===== config.mk =====
export PLATFORM = sky130hd
export DESIGN_NAME = mem_port_arbiter
export DESIGN_NICKNAME = d
export VERILOG_FILES = /design/src/rtl/mem_port_arbiter.sv
export SDC_FILE = /design/constraint.sdc
export NUM_CORES = 1
export LEC_CHECK = 0
export CORE_MARGIN = 2
export CORE_UTILIZATION = 38
export DETAILED_ROUTE_END_ITERATION = 16
export PLACE_DENSITY_LB_ADDON = 0.3
export SLEW_MARGIN = 25
export SYNTH_ARGS = -nofsm -noshare
export SYNTH_HDL_FRONTEND = slang
export SYNTH_SLANG_ARGS = --single-unit

===== constraint.sdc =====
create_clock -name clk -period 5.2 [get_ports clk]
set_input_delay 1.04 -clock clk [delete_from_list [all_inputs] [get_ports clk]]
set_output_delay 1.04 -clock clk [all_outputs]
set_load 0.01 [all_outputs]

===== src/rtl/mem_port_arbiter.sv =====
// mem_port_arbiter: shares one single-port unified memory between the IF (fetch) and MEM
// (load/store) pipeline stages. One requester is granted at a time. MEM has priority, but IF
// is forced through after MAX_MEM_STREAK back-to-back MEM grants made while IF was waiting.
// A watchdog aborts an access after TIMEOUT_CYCLES cycles without m_ready.
//
// Ports:
//   clk, reset                     rising-edge clock, asynchronous active-high reset
//   if_req/if_addr                 fetch request (level) and byte address
//   if_rdata/if_done               fetched word and one-cycle completion pulse
//   mem_req/mem_we/mem_addr/
//   mem_wdata/mem_be               load/store request (level) and its fields
//   mem_rdata/mem_done             load data and one-cycle completion pulse
//   bus_err                        pulses with a done when that access timed out
//   stall_if/stall_mem             per-stage stalls: req & ~done
//   m_req/m_we/m_addr/m_wdata/m_be memory command, constant for a whole access
//   m_rdata/m_ready                memory read data and completion, sampled only in ACCESS
module mem_port_arbiter #(
  parameter int unsigned MAX_MEM_STREAK = 4,
  parameter int unsigned TIMEOUT_CYCLES = 255
) (
  input  logic        clk,
  input  logic        reset,
  input  logic        if_req,
  input  logic [31:0] if_addr,
  output logic [31:0] if_rdata,
  output logic        if_done,
  input  logic        mem_req,
  input  logic        mem_we,
  input  logic [31:0] mem_addr,
  input  logic [31:0] mem_wdata,
  input  logic [3:0]  mem_be,
  output logic [31:0] mem_rdata,
  output logic        mem_done,
  output logic        bus_err,
  output logic        stall_if,
  output logic        stall_mem,
  output logic        m_req,
  output logic        m_we,
  output logic [31:0] m_addr,
  output logic [31:0] m_wdata,
  output logic [3:0]  m_be,
  input  logic [31:0] m_rdata,
  input  logic        m_ready
);

  typedef enum logic [1:0] {StIdle, StAccess, StResp} state_e;

  localparam logic [3:0] StreakMax   = 4'(MAX_MEM_STREAK);
  localparam logic [9:0] TimeoutLast = 10'(TIMEOUT_CYCLES - 1);

  state_e     state_q;
  logic [3:0] streak_q;
  logic [9:0] tcnt_q;
  logic       owner_mem_q;  // 1: current access belongs to MEM, 0: to IF

  logic grant_if;
  logic grant_mem;
  logic timeout_hit;

  // IF wins only when alone or when MEM has used up its streak allowance.
  assign grant_if    = if_req & (~mem_req | (streak_q == StreakMax));
  assign grant_mem   = mem_req & ~grant_if;
  // tcnt_q counts completed ACCESS cycles; this is the last allowed one.
  assign timeout_hit = (tcnt_q == TimeoutLast);

  assign stall_if  = if_req & ~if_done;
  assign stall_mem = mem_req & ~mem_done;

  always_ff @(posedge clk or posedge reset) begin
    if (reset) begin
      state_q     <= StIdle;
      streak_q    <= 4'd0;
      tcnt_q      <= 10'd0;
      owner_mem_q <= 1'b0;
      if_rdata    <= 32'd0;
      if_done     <= 1'b0;
      mem_rdata   <= 32'd0;
      mem_done    <= 1'b0;
      bus_err     <= 1'b0;
      m_req       <= 1'b0;
      m_we        <= 1'b0;
      m_addr      <= 32'd0;
      m_wdata     <= 32'd0;
      m_be        <= 4'd0;
    end else begin
      unique case (state_q)
        StIdle: begin
          if (grant_mem) begin
            state_q     <= StAccess;
            owner_mem_q <= 1'b1;
            m_req       <= 1'b1;
            m_we        <= mem_we;
            m_addr      <= mem_addr;
            m_wdata     <= mem_wdata;
            m_be        <= mem_be;
            // Only grants that make IF wait count toward the streak.
            if (if_req) begin
              if (streak_q != StreakMax) begin
                streak_q <= streak_q + 4'd1;
              end
            end else begin
              streak_q <= 4'd0;
            end
          end else if (grant_if) begin
            state_q     <= StAccess;
            owner_mem_q <= 1'b0;
            m_req       <= 1'b1;
            m_we        <= 1'b0;
            m_addr      <= if_addr;
            m_wdata     <= 32'd0;
            m_be        <= 4'hF;
            streak_q    <= 4'd0;
          end
        end

        StAccess: begin
          tcnt_q <= tcnt_q + 10'd1;
          // m_ready takes precedence over a timeout landing on the same cycle.
          if (m_ready) begin
            state_q <= StResp;
            m_req   <= 1'b0;
            if (owner_mem_q) begin
              mem_rdata <= m_rdata;
              mem_done  <= 1'b1;
            end else begin
              if_rdata <= m_rdata;
              if_done  <= 1'b1;
            end
          end else if (timeout_hit) begin
            state_q <= StResp;
            m_req   <= 1'b0;
            bus_err <= 1'b1;
            if (owner_mem_q) begin
              mem_rdata <= 32'd0;
              mem_done  <= 1'b1;
            end else begin
              if_rdata <= 32'd0;
              if_done  <= 1'b1;
            end
          end
        end

        StResp: begin
          state_q  <= StIdle;
          if_done  <= 1'b0;
          mem_done <= 1'b0;
          bus_err  <= 1'b0;
          tcnt_q   <= 10'd0;
        end

        default: state_q <= StIdle;
      endcase
    end
  end

endmodule


== Yosys cells after proc, flatten, opt, wreduce, memory -nomap -nowiden ==
Cells that the tools add are included.

* Bits in registers: 154
* Input bits: 138
* Output and inout port bits: 139
* Word-level logic and storage cells: 92

* Add/sub/neg operators: 2
* Eq/ne operators: 10
* Muxes and demuxes: 43
* Bitwise operators: 10
* Reductions and logical operators: 13

{| class="wikitable"
|+ Operator list
! kind !! count
|-
| 32-bit two-way mux || 12
|-
| 4-bit two-way mux || 6
|-
| 10-bit case mux with 2 select lines || 1
|-
| 1-bit two-way mux || 15
|-
| 3-bit AND reduction || 5
|-
| 10-bit by 1-bit adder with 10-bit output (second input constant) || 1
|-
| 10-bit by 8-bit equality test with 1-bit output (second input constant) || 1
|-
| 2-bit two-way mux || 4
|-
| 1-bit case mux with 2 select lines || 4
|-
| 2-bit nonzero test || 4
|-
| 3-bit != test (second input constant) || 2
|-
| 2-bit AND reduction || 3
|-
| 1-bit inverter || 5
|-
| 4-bit by 1-bit adder with 4-bit output (second input constant) || 1
|-
| 1-bit bitwise AND || 4
|-
| 4-bit by 3-bit equality test with 1-bit output (second input constant) || 1
|-
| 2-bit != test (second input constant) || 2
|-
| 4-bit by 3-bit != test with 1-bit output (second input constant) || 1
|-
| 2-bit case mux with 2 select lines || 1
|-
| 3-bit by 2-bit != test with 1-bit output (second input constant) || 1
|-
| 2-bit by 1-bit equality test with 1-bit output (second input constant) || 1
|-
| 2-bit equality test (second input constant) || 1
|-
| 2-bit logical NOT || 1
|-
| 1-bit OR || 1
|}

== Longest topological paths before layout ==
* Depth after elaboration: 7
* Gate-level depth with buffers: 8
* Depth with buffers taken out: 6

== Worst setup path before layout ==
OpenSTA, ideal clock, no wires.

* Kind: in2out
* From: input port if_req
* To: output port stall_if
* Arrival time: 1.400 ns
* Required time: 4.160 ns
* Slack: 2.760 ns
* Stages on the path: 2
* Path buffers: 1
* Path through: buf_2 > nor2b_1

* Word-level cells in the longest chain between the ends: 1

{| class="wikitable"
|+ Ends and longest elaborated chain
! item !! RTL line !! RTL
|-
| from (decl) || 23 || <nowiki>input logic if_req,</nowiki>
|-
| 1-bit bitwise AND || 66 || <nowiki>assign stall_if = if_req & ~if_done;</nowiki>
|-
| to (decl) || 35 || <nowiki>output logic stall_if,</nowiki>
|}

No other way between the ends.

== Worst setup path after layout ==
Ends and elaborated chain as after synthesis.

==> results by group <==
Critical path
  • Crit end category: primary output
  • Crit Path Category: in2out
  • Path depth of the worst reg2reg path: 6
  • FF-to-FF End: mem_rdata[12]
  • Worst r2r src: tcnt_q[0]
  • Arr. time, crit path: 2.41 ns
  • Worst Path Required: 4.16 ns
  • R2R Setup Slk: 3.01 ns
  • Critical Path Source Type: input pin
  • CP max FO: 8

STA
  • Measured slew at the worst slew-check pin: 0.983 ns
  • Peak Freq: 290 MHz
  • Max Slew Vio Count: 0
  • RSZ-0062 raised after global routing: false
  • Setup TNS: 0 ns
  • Hold Slack: 0.481 ns
  • Tcrit/Tclk final: 66.3%
  • Post-layout min period: 3.45 ns
  • Max Clock Skew: 0.00733 ns
  • Final setup fails: 0
  • Max-slew headroom: 34.2%
  • Final Hold Violating Endpoints: 0

Clock tree
  • Max Buffers Root-to-Sink: 2
  • CTS Root Cell: clkbuf_16
  • Hold buffer count at CTS: 0
  • Worst-Skew Late Latency: 0.42 ns
  • Total CTS buffers: 17
  • CTS tree: done
  • Postcts setup bufs: 0
  • CTS resizes: 0
  • Clk slew on worst S/H paths: 0.06 ns
  • Sink Count: 154
  • H-tree Lvls: 4

Finish
  • Seq. cell area: 3850 µm²
  • Share of cells above drive strength 1: 6.72%
  • Footprint of the multi-input gates: 2210 µm²
  • Area growth from synthesis to layout: 55.3%
  • # nets final: 906
  • Fillers: 1330
  • Final Cell Area: 9780 µm²
  • N_diodes: 0

Synth
  • Share of the synthesized area in the top cell type: 61.2%
  • Net Count, Synth: 643
  • Number of distinct library cells after synthesis: 38
  • Sequential fraction of the synthesis area: 61.2%
  • Yosys reg bits: 154
  • Syn Area/Cell: 12.6 µm²
  • Post-synth top area cell: dfrtp_1
  • Synth top area cells: dfrtp_1, a32o_1, mux2i_1
  • Post-synthesis cell area: 6300 µm²
  • Warnings from Yosys: 0
  • Cell count after synthesis: 498

GRT
  • Initial antenna violation count: 0
  • Overall routing resource usage: 21.0%
  • Total grt overflow: 0
  • Vias in the first global route: 5564
  • Global-route wire length before repair: 28900 µm
  • Largest net degree at the start of global routing: 88

Floorplan
  • Die Height: 133 µm
  • I/O pin total: 277
  • Core area: 16400 µm²
  • Row count: 47
  • Initial core utilization: 38.4%
  • Chip width: 133 µm
  • Die area: 17600 µm²

Status
  • Status: completed

Hold path
  • Min-Delay Endpoint: m_addr[7]
  • Hold crit path type: reg2reg
  • Hold depth: 2
  • Hold Crit Start: m_addr[7]

Power and ir drop
  • Leakage: 4.20 nW
  • Sw Ratio: 34.6%
  • Clock share of power: 20.5%
  • Internal power: 3.76 mW
  • Sw power: 1.99 mW
  • Logic pwr share: 44.3%
  • Reg power frac: 35.2%
  • Pwr dens: 588 nW/µm²
  • VDD IR max: 0.296 mV

Detailed routing
  • Met2 routed WL: 9190 µm
  • Highest Signal Layer: met4
  • Initial DRC Count: 265
  • WL met3: 1220 µm
  • WL/cell: 18.3 µm
  • Vias: 5262
  • DR vias/cell: 5.29
  • DRT antenna net count: 0
  • DR DRC count: 0
  • DRT met1 WL: 7110 µm
  • 1st-pass router iterations: 4
  • Total Wirelength: 18200 µm

Place
  • HPWL Detailed: 13000 µm
  • Gpl congestion: 0.824
  • Placed cell area: 9210 µm²
  • PortBufs: 276

Job
  • Maxcap violations: 0
==> cell type report <==
class	count	share of cell area (%)
sequential	154	39.4
timing repair buffer	284	28.8
multi-input combinational	291	22.6
clock buffer	18	4.49
tap	220	2.81
clock inverter	14	1.36
inverter	13	0.550
==> routing by layer <==
metal	track usage, %	vias to the layer above
met2	36.4	201
met1	23.5	2611
met4	10.1	0
met3	6.48	43
met5	0	-
li1	-	2407
==> how the worst max path moves through the flow <==
stage | slack, ns | depth (start not counted) | endpoint | start
3_5_place_dp | 1.75 | 3 | stall_if | if_req
4_1_cts | 1.74 | 3 | stall_if | if_req
2_1_floorplan | 0.01 | 1 | bus_err | reset
6_report | 1.75 | 3 | stall_if | if_req
5_1_grt | 1.70 | 3 | stall_mem | mem_req
3_3_place_gp | 1.75 | 3 | stall_if | if_req
==> synthesized netlist by cell type <==
master and instances:
a221oi_1 1, o2bb2ai_1 1, or3_1 1, a31oi_1 2, xor2_1 6, clkbuf_1 24
nand4_2 1, nor2b_1 5, a22o_1 34, and3_1 4, o31ai_4 1, buf_6 6
dfrtp_1 154, or3_2 2, nand4_1 1, nand3_1 6, buf_1 5, and2_1 3
o22a_1 4, nand2_1 43, o21ai_0 41, a22oi_1 1, nand4b_1 1, mux2i_1 34
ha_1 7, buf_2 5, inv_1 13, a32o_1 64, nand4bb_1 1, o2bb2a_1 1
o31ai_1 1, nor3_1 2, a21oi_1 6, or3b_4 1, nor2_1 11, nand2b_1 2
o21ai_1 1, nand2_4 2
==> metrics by stage <==
step | total power, mW | std cells | utilization (%) | worst slack, ns
2_1_floorplan | 3.22 | 498 | - | 0.0102
3_3_place_gp | 4.53 | 962 | 56.1 | 1.75
3_5_place_dp | 4.62 | 962 | 56.1 | 1.75
4_1_cts | 5.83 | 994 | 59.6 | 1.74
5_1_grt | 6.11 | 994 | 59.6 | 1.70
6_report | 5.75 | 994 | 59.6 | 1.75
==> sequential cells by signal, indices dropped and copies added (netlist names) <==
register,flops
owner_mem_q,1
bus_err,1
if_rdata,32
streak_q,4
mem_rdata,32
m_req,1
m_be,4
m_we,1
mem_done,1
state_q,2
tcnt_q,10
m_addr,32
m_wdata,32
if_done,1
==> layout by cell type (no fill, tap or decap), types with 2 or more instances in the layout <==
cell,netlist,layout
inv_6,0,5
nor2b_1,5,4
o22a_1,4,4
and2_1,3,3
nor2_1,11,11
a22o_1,34,34
a31oi_1,2,2
clkdlybuf4s50_1,0,275
dfrtp_1,154,154
or3_2,2,2
ha_1,7,7
clkinvlp_4,0,4
inv_8,0,3
nand2_1,43,42
and3_1,4,4
mux2i_1,34,34
nand3_1,6,6
a21oi_1,6,6
a32o_1,64,64
clkbuf_16,0,17
clkinv_4,0,2
buf_4,0,8
inv_1,13,12
nor3_1,2,2
xor2_1,6,6
nand2b_1,2,2
o21ai_0,41,41
nand2_4,2,2
==> kinds of logic after synthesis <==
logic type                 Yosys count  synth area share (%)
and+or+nand+nor                     86                  6.73
xor gates and xnor gates             6                 0.834
muxes                               34                  5.40
AOI/OAI and AO/OA                  158                  20.5
adders and majority gates            7                  1.39
buffers and inverters               53                  3.97
DFF                                154                  61.2
==> worst max-delay path: stages <==
cell and delay, ns:
clkdlybuf4s50_1 0.66, nor2b_1 0.17, clkdlybuf4s50_1 0.54
==> power by group through the flow <==
stage                     Clock (mW)  Sequential, mW  Combinational (mW)
after floorplan                    0            2.24               0.980
after global placement             0            2.02                2.51
after detailed placement           0            2.05                2.57
after CTS                       1.21            2.03                2.58
after global routing            1.26            2.10                2.76
final                           1.18            2.03                2.55
(Power assumes the default switching activity.)
